[src/rtl/arbiter_types.sv]
// arbiter_types: FSM/grant encodings and line geometry shared by the cache arbiter.
package arbiter_types;
  typedef enum logic [1:0] {IDLE, BURST, DONE} arb_state_t;
  typedef enum logic {GRANT_I, GRANT_D} arb_grant_t;
  localparam int LINE_OFFSET_BITS = 5;
endpackage

[src/rtl/arbiter_line_buffer.sv]
// arbiter_line_buffer: one cache line, loaded whole or a beat at a time, read back per beat.
module arbiter_line_buffer #(
  parameter int LINE_W = 256,
  parameter int BEAT_W = 64,
  parameter int IW = 2
) (
  input  logic              clk,
  input  logic              rst_n,
  input  logic              load,
  input  logic [LINE_W-1:0] load_data,
  input  logic              beat_we,
  input  logic [IW-1:0]     beat_idx,
  input  logic [BEAT_W-1:0] beat_data,
  input  logic [IW-1:0]     rd_idx,
  output logic [LINE_W-1:0] line,
  output logic [BEAT_W-1:0] rd_data
);
  logic [LINE_W-1:0] line_q, line_d;
  always_comb begin
    line_d = line_q;
    if (load) line_d = load_data;
    else if (beat_we) line_d[beat_idx*BEAT_W +: BEAT_W] = beat_data;
  end
  always_ff @(posedge clk or negedge rst_n)
    if (!rst_n) line_q <= '0;
    else line_q <= line_d;
  assign line = line_q;
  assign rd_data = line_q[rd_idx*BEAT_W +: BEAT_W];
endmodule

[src/rtl/cache_arbiter.sv]
// cache_arbiter: shares one burst memory port between I-cache fills and D-cache fills/writebacks.
module cache_arbiter
  import arbiter_types::*;
#(
  parameter int LINE_W = 256,
  parameter int BEAT_W = 64
) (
  input  logic              clk,
  input  logic              rst_n,
  input  logic              i_pmem_read,
  input  logic [31:0]       i_pmem_address,
  output logic [LINE_W-1:0] i_pmem_rdata,
  output logic              i_pmem_resp,
  input  logic              d_pmem_read,
  input  logic              d_pmem_write,
  input  logic [31:0]       d_pmem_address,
  input  logic [LINE_W-1:0] d_pmem_wdata,
  output logic [LINE_W-1:0] d_pmem_rdata,
  output logic              d_pmem_resp,
  output logic              mem_read,
  output logic              mem_write,
  output logic [31:0]       mem_address,
  output logic [BEAT_W-1:0] mem_wdata,
  input  logic [BEAT_W-1:0] mem_rdata,
  input  logic              mem_resp
);
  localparam int BEATS = LINE_W / BEAT_W;
  localparam int CW = $clog2(BEATS);
  localparam logic [31:0] ADDR_MASK = ~((32'd1 << LINE_OFFSET_BITS) - 32'd1);
  arb_state_t state_q, state_d;
  arb_grant_t owner_q, owner_d, last_q, last_d;
  logic wr_q, wr_d, mem_read_q, mem_read_d, mem_write_q, mem_write_d;
  logic i_resp_q, i_resp_d, d_resp_q, d_resp_d;
  logic [CW-1:0] cnt_q, cnt_d;
  logic [31:0] addr_q, addr_d;
  logic [BEAT_W-1:0] wdata_q, wdata_d, rd_beat;
  logic [LINE_W-1:0] line;
  logic i_req, d_req, pick_d, grant, load, beat_we;
  assign i_req = i_pmem_read;
  assign d_req = d_pmem_read | d_pmem_write;
  assign pick_d = d_req & (~i_req | (last_q == GRANT_I));
  assign grant = (state_q == IDLE) & (i_req | d_req);
  assign load = grant & pick_d & d_pmem_write;
  assign beat_we = (state_q == BURST) & mem_resp & ~wr_q;
  always_comb begin
    state_d = state_q;
    cnt_d = cnt_q;
    owner_d = owner_q;
    last_d = last_q;
    wr_d = wr_q;
    addr_d = addr_q;
    mem_read_d = 1'b0;
    mem_write_d = 1'b0;
    i_resp_d = 1'b0;
    d_resp_d = 1'b0;
    case (state_q)
      IDLE: if (grant) begin
        state_d = BURST;
        owner_d = pick_d ? GRANT_D : GRANT_I;
        last_d = owner_d;
        wr_d = pick_d & d_pmem_write;
        addr_d = (pick_d ? d_pmem_address : i_pmem_address) & ADDR_MASK;
        cnt_d = '0;
        mem_read_d = ~wr_d;
        mem_write_d = wr_d;
      end
      BURST: begin
        mem_read_d = mem_read_q;
        mem_write_d = mem_write_q;
        if (mem_resp) begin
          cnt_d = cnt_q + 1'b1;
          if (cnt_q == CW'(BEATS - 1)) begin
            state_d = DONE;
            mem_read_d = 1'b0;
            mem_write_d = 1'b0;
            i_resp_d = owner_q == GRANT_I;
            d_resp_d = owner_q == GRANT_D;
          end
        end
      end
      default: state_d = IDLE;
    endcase
  end
  // Write beats are registered one step ahead: the beat for the next counter value.
  assign wdata_d = load ? d_pmem_wdata[BEAT_W-1:0] : rd_beat;
  always_ff @(posedge clk or negedge rst_n)
    if (!rst_n) begin
      state_q <= IDLE;
      cnt_q <= '0;
      owner_q <= GRANT_I;
      last_q <= GRANT_I;
      wr_q <= 1'b0;
      addr_q <= '0;
      mem_read_q <= 1'b0;
      mem_write_q <= 1'b0;
      i_resp_q <= 1'b0;
      d_resp_q <= 1'b0;
      wdata_q <= '0;
    end else begin
      state_q <= state_d;
      cnt_q <= cnt_d;
      owner_q <= owner_d;
      last_q <= last_d;
      wr_q <= wr_d;
      addr_q <= addr_d;
      mem_read_q <= mem_read_d;
      mem_write_q <= mem_write_d;
      i_resp_q <= i_resp_d;
      d_resp_q <= d_resp_d;
      wdata_q <= wdata_d;
    end
  arbiter_line_buffer #(.LINE_W(LINE_W), .BEAT_W(BEAT_W), .IW(CW)) u_buf (
    .clk(clk),
    .rst_n(rst_n),
    .load(load),
    .load_data(d_pmem_wdata),
    .beat_we(beat_we),
    .beat_idx(cnt_q),
    .beat_data(mem_rdata),
    .rd_idx(cnt_d),
    .line(line),
    .rd_data(rd_beat)
  );
  assign i_pmem_rdata = line;
  assign d_pmem_rdata = line;
  assign i_pmem_resp = i_resp_q;
  assign d_pmem_resp = d_resp_q;
  assign mem_read = mem_read_q;
  assign mem_write = mem_write_q;
  assign mem_address = addr_q;
  assign mem_wdata = wdata_q;
endmodule

[config.mk]
export PLATFORM = sky130hd
export DESIGN_NAME = cache_arbiter
export DESIGN_NICKNAME = d
export VERILOG_FILES = /design/src/rtl/arbiter_types.sv /design/src/rtl/arbiter_line_buffer.sv /design/src/rtl/cache_arbiter.sv
export SDC_FILE = /design/constraint.sdc
export NUM_CORES = 1
export LEC_CHECK = 0
export ABC_AREA = 1
export ABC_CLOCK_PERIOD_IN_PS = 2600
export CAP_MARGIN = 10
export CORE_AREA = 2 2 384 386
export DETAILED_ROUTE_END_ITERATION = 8
export DIE_AREA = 0 0 386 388
export GPL_TIMING_DRIVEN = 0
export PLACE_DENSITY = 0.46
export SYNTH_ARGS = -nofsm -noshare
export SYNTH_HDL_FRONTEND = slang
export SYNTH_HIERARCHICAL = 1
export SYNTH_SLANG_ARGS = --single-unit
[constraint.sdc]
create_clock -name clk -period 2.6 [get_ports clk]
set_input_delay 0.52 -clock clk [delete_from_list [all_inputs] [get_ports clk]]
set_output_delay 0.52 -clock clk [all_outputs]
set_load 0.1 [all_outputs]
==> flow_summary.toml <==
[status]
outcome = "finished clean"

[timing]
final.min_clock_period_ns = 2.60
hold_ws_ns = 0.473
slew_headroom_pct = 22.2
grt_setup_unrepaired = "yes"
setup_viol = 0
fmax_mhz = 385
tightest_slew_ns = 1.17
fin_skew_ns = 0.0133
hold_viol_final = 0
layout_setup_ws_ns = 0.000355
final_max_slew_viol_count = 0
finalCritPeriodShare_pct = 100

[drt]
viasPerCell = 4.35
wl_per_cell_um = 28.7
drt-total-wl_um = 195000
antenna_left = 0
via_count = 29600
drt_iter0_drc = 2850
drc_errors = 0
drt_pre_antenna_iters = 5

[critical_path]
reg2reg_slack_ns = 0.07
ff2ff_path_depth = 11
slowest_stage = "dfrtp_1"
cp.required_ns = 2.08
crit_path_start_kind = "register"
max_stage_delay_ns = 0.70
r2r_end = "mem_wdata[46]"
worst-setup-path-type = "register to output pin"
crit_fanout = 4
path_delay_family = "buffers and inverters"
cp-end-kind = "output pin"
worstPathCellList = "buf_4, clkdlybuf4s15_2"
crit_cells = 2
r2r_start = "state_q[1]"
worst-path-buf-inv = 2
critPathArrivalTime_ns = 2.08

[placement]
place_congestion = 0.931
port_buffers = 986
place_area_um2 = 36800
post-dp-hpwl_um = 152000
dp_slack_ns = -2.71

[clock_network]
cts_buffer_depth = 3
clk_pin_slew_ns = 0.06
cts_tree = "built"
h-tree-depth = 2
cts_sinks = 357
cts_buffers = 51
clock_latency_ns = 0.63
cts_root_buffer = "clkbuf_16"

[synth]
syn_area_um2 = 24100
synth_top_area_share_pct = 37.1
ys_warn_count = 6
ys.flop_type = "dfrtp_1"
synth_cell_types = 25
synth_seq_cells = 357
ys_top_cells_by_area = "dfrtp_1 (37%), nand2_1 (24%), buf_4 (8.3%)"
yosysTopAreaCell = "dfrtp_1"
synth_cells = 3738
synth_edf_count = 0
yosysSeqAreaShare_pct = 37.1
async_flop_share_pct = 100
syn_avg_cell_area_um2 = 6.45

[die]
die_h_um = 388
row_count = 140
coreArea_um2 = 145000
die_area_um2 = 150000
start_util_pct = 16.6
pin_count = 1002
die_x_um = 386

[layout]
layout.nets = 5214
fin_util_pct = 27.1
nFillCells = 16200
drive_gt1_share_pct = 18.7
area_growth_syn_to_layout_pct = 63.5
design_area_um2 = 39400

[global_routing]
grt_max_degree = 98
antenna_found_initial = 51
grt_pass1_vias = 28500
grt.overflow.total = 0
grt_pass1_wl_um = 255000
grt.total_usage_pct = 25.2

[run]
cap_violations = 0

[min_path]
hp-class = "input pin to async pin"
-- flip-flops by register name, summed over array words and instances, names as in the netlist --
signal / count
mem_address: 27
mem_read: 1
d_pmem_resp: 1
u_buf/line: 256
cnt_q: 2
mem_wdata: 64
mem_write: 1
last_q: 1
i_pmem_resp: 1
wr_q: 1
state_q: 2
-- worst reg2reg max path: stages (launching register included) --
cell      delay (ns)
dfrtp_1         0.40
nor2_2          0.19
nand2_2         0.16
or2_2           0.33
nand2_4         0.16
buf_8           0.26
clkbuf_4        0.29
buf_8           0.20
o211ai_1        0.14
nand2_1         0.16
nand2_1         0.08
nand2_1         0.07
-- layout make-up --
type                       instances  area, um2  share of cell area (%)
inverter                         463       1760                    4.45
antenna                           16       40.0                   0.102
tap                             1917       2400                    6.09
clock inverter                    15        165                   0.419
buffer                           502       3690                    9.36
sequential                       357       8940                    22.7
clock buffer                      75       1500                    3.80
multi-input combinational       2419      10500                    26.6
timing repair buffer            1024      10400                    26.5
-- per-stage QoR --
stage | instances | TNS (ns)
after floorplan | 3742 | 0
after global placement | 6645 | -6998.17
after detailed placement | 6662 | -643.59
after CTS | 6770 | -0.0112
after global routing | 6776 | -0.0509
final | 6788 | 0
-- how the worst max path moves through the flow --
stage,to,start,slack (ns)
CTS,u_buf/line[117],d_pmem_write,-0.01
global route,mem_wdata[49],d_pmem_write,-0.02
finish,i_pmem_rdata[189],u_buf/line[189],0.0004
global placement,mem_address[14],rst_n,-17.67
floorplan,u_buf/line[20],d_pmem_write,0.47
detailed placement,u_buf/line[81],d_pmem_write,-2.71
-- logic make-up after synthesis --
logic type	after synthesis	synth area share (%)
other cells	1	0.0156
fa+ha+maj	6	0.311
buf+inv	966	19.9
compound gates	191	5.35
flops	357	37.1
simple gates	2217	37.3
-- cells in the mapped netlist (3+ instances only) --
cell type,number
nor2_4,3
nand3_1,378
nor2_2,3
buf_1,23
nand2_1,1566
nor2_1,198
o21ai_0,4
dfrtp_1,357
buf_4,268
ha_1,6
o211ai_1,129
buf_2,135
clkinv_1,32
clkbuf_1,77
a21oi_1,55
inv_1,428
nand4_1,64
-- placed cells by master (no fill, tap or decap), drive strengths merged, types with 57 or more instances in the layout --
cell type / count
clkbuf: 185
nand3: 378
nor2: 204
clkdlybuf4s50: 378
inv: 432
dlygate4sd2: 261
o211ai: 129
nand2: 1568
dfrtp: 357
nand4: 64
a21oi: 57
buf: 451
clkdlybuf4s15: 324
-- timing repair --
action | in CTS | in global routing
gates cloned | 1 | 0
pin swaps | 7 | 4
hold buffers | 1 | 0
resized for setup | 1416 | 73
endpoints found under the hold margin | 75 | 0
buffers inserted | 16 | 3
endpoints found under the setup margin | 928 | 290
-- per-layer routing --
layer	global-route usage, %	vias to the layer above	wire length, um
met5	0.0325	-	204
met4	7.50	34	6620
met3	5.52	284	16300
met2	42.4	1574	92600
met1	32.0	14200	79400
li1	-	13400	-
Power is not shown: default switching activity piles up to over one toggle a cycle in this logic, so the estimate is an artifact.
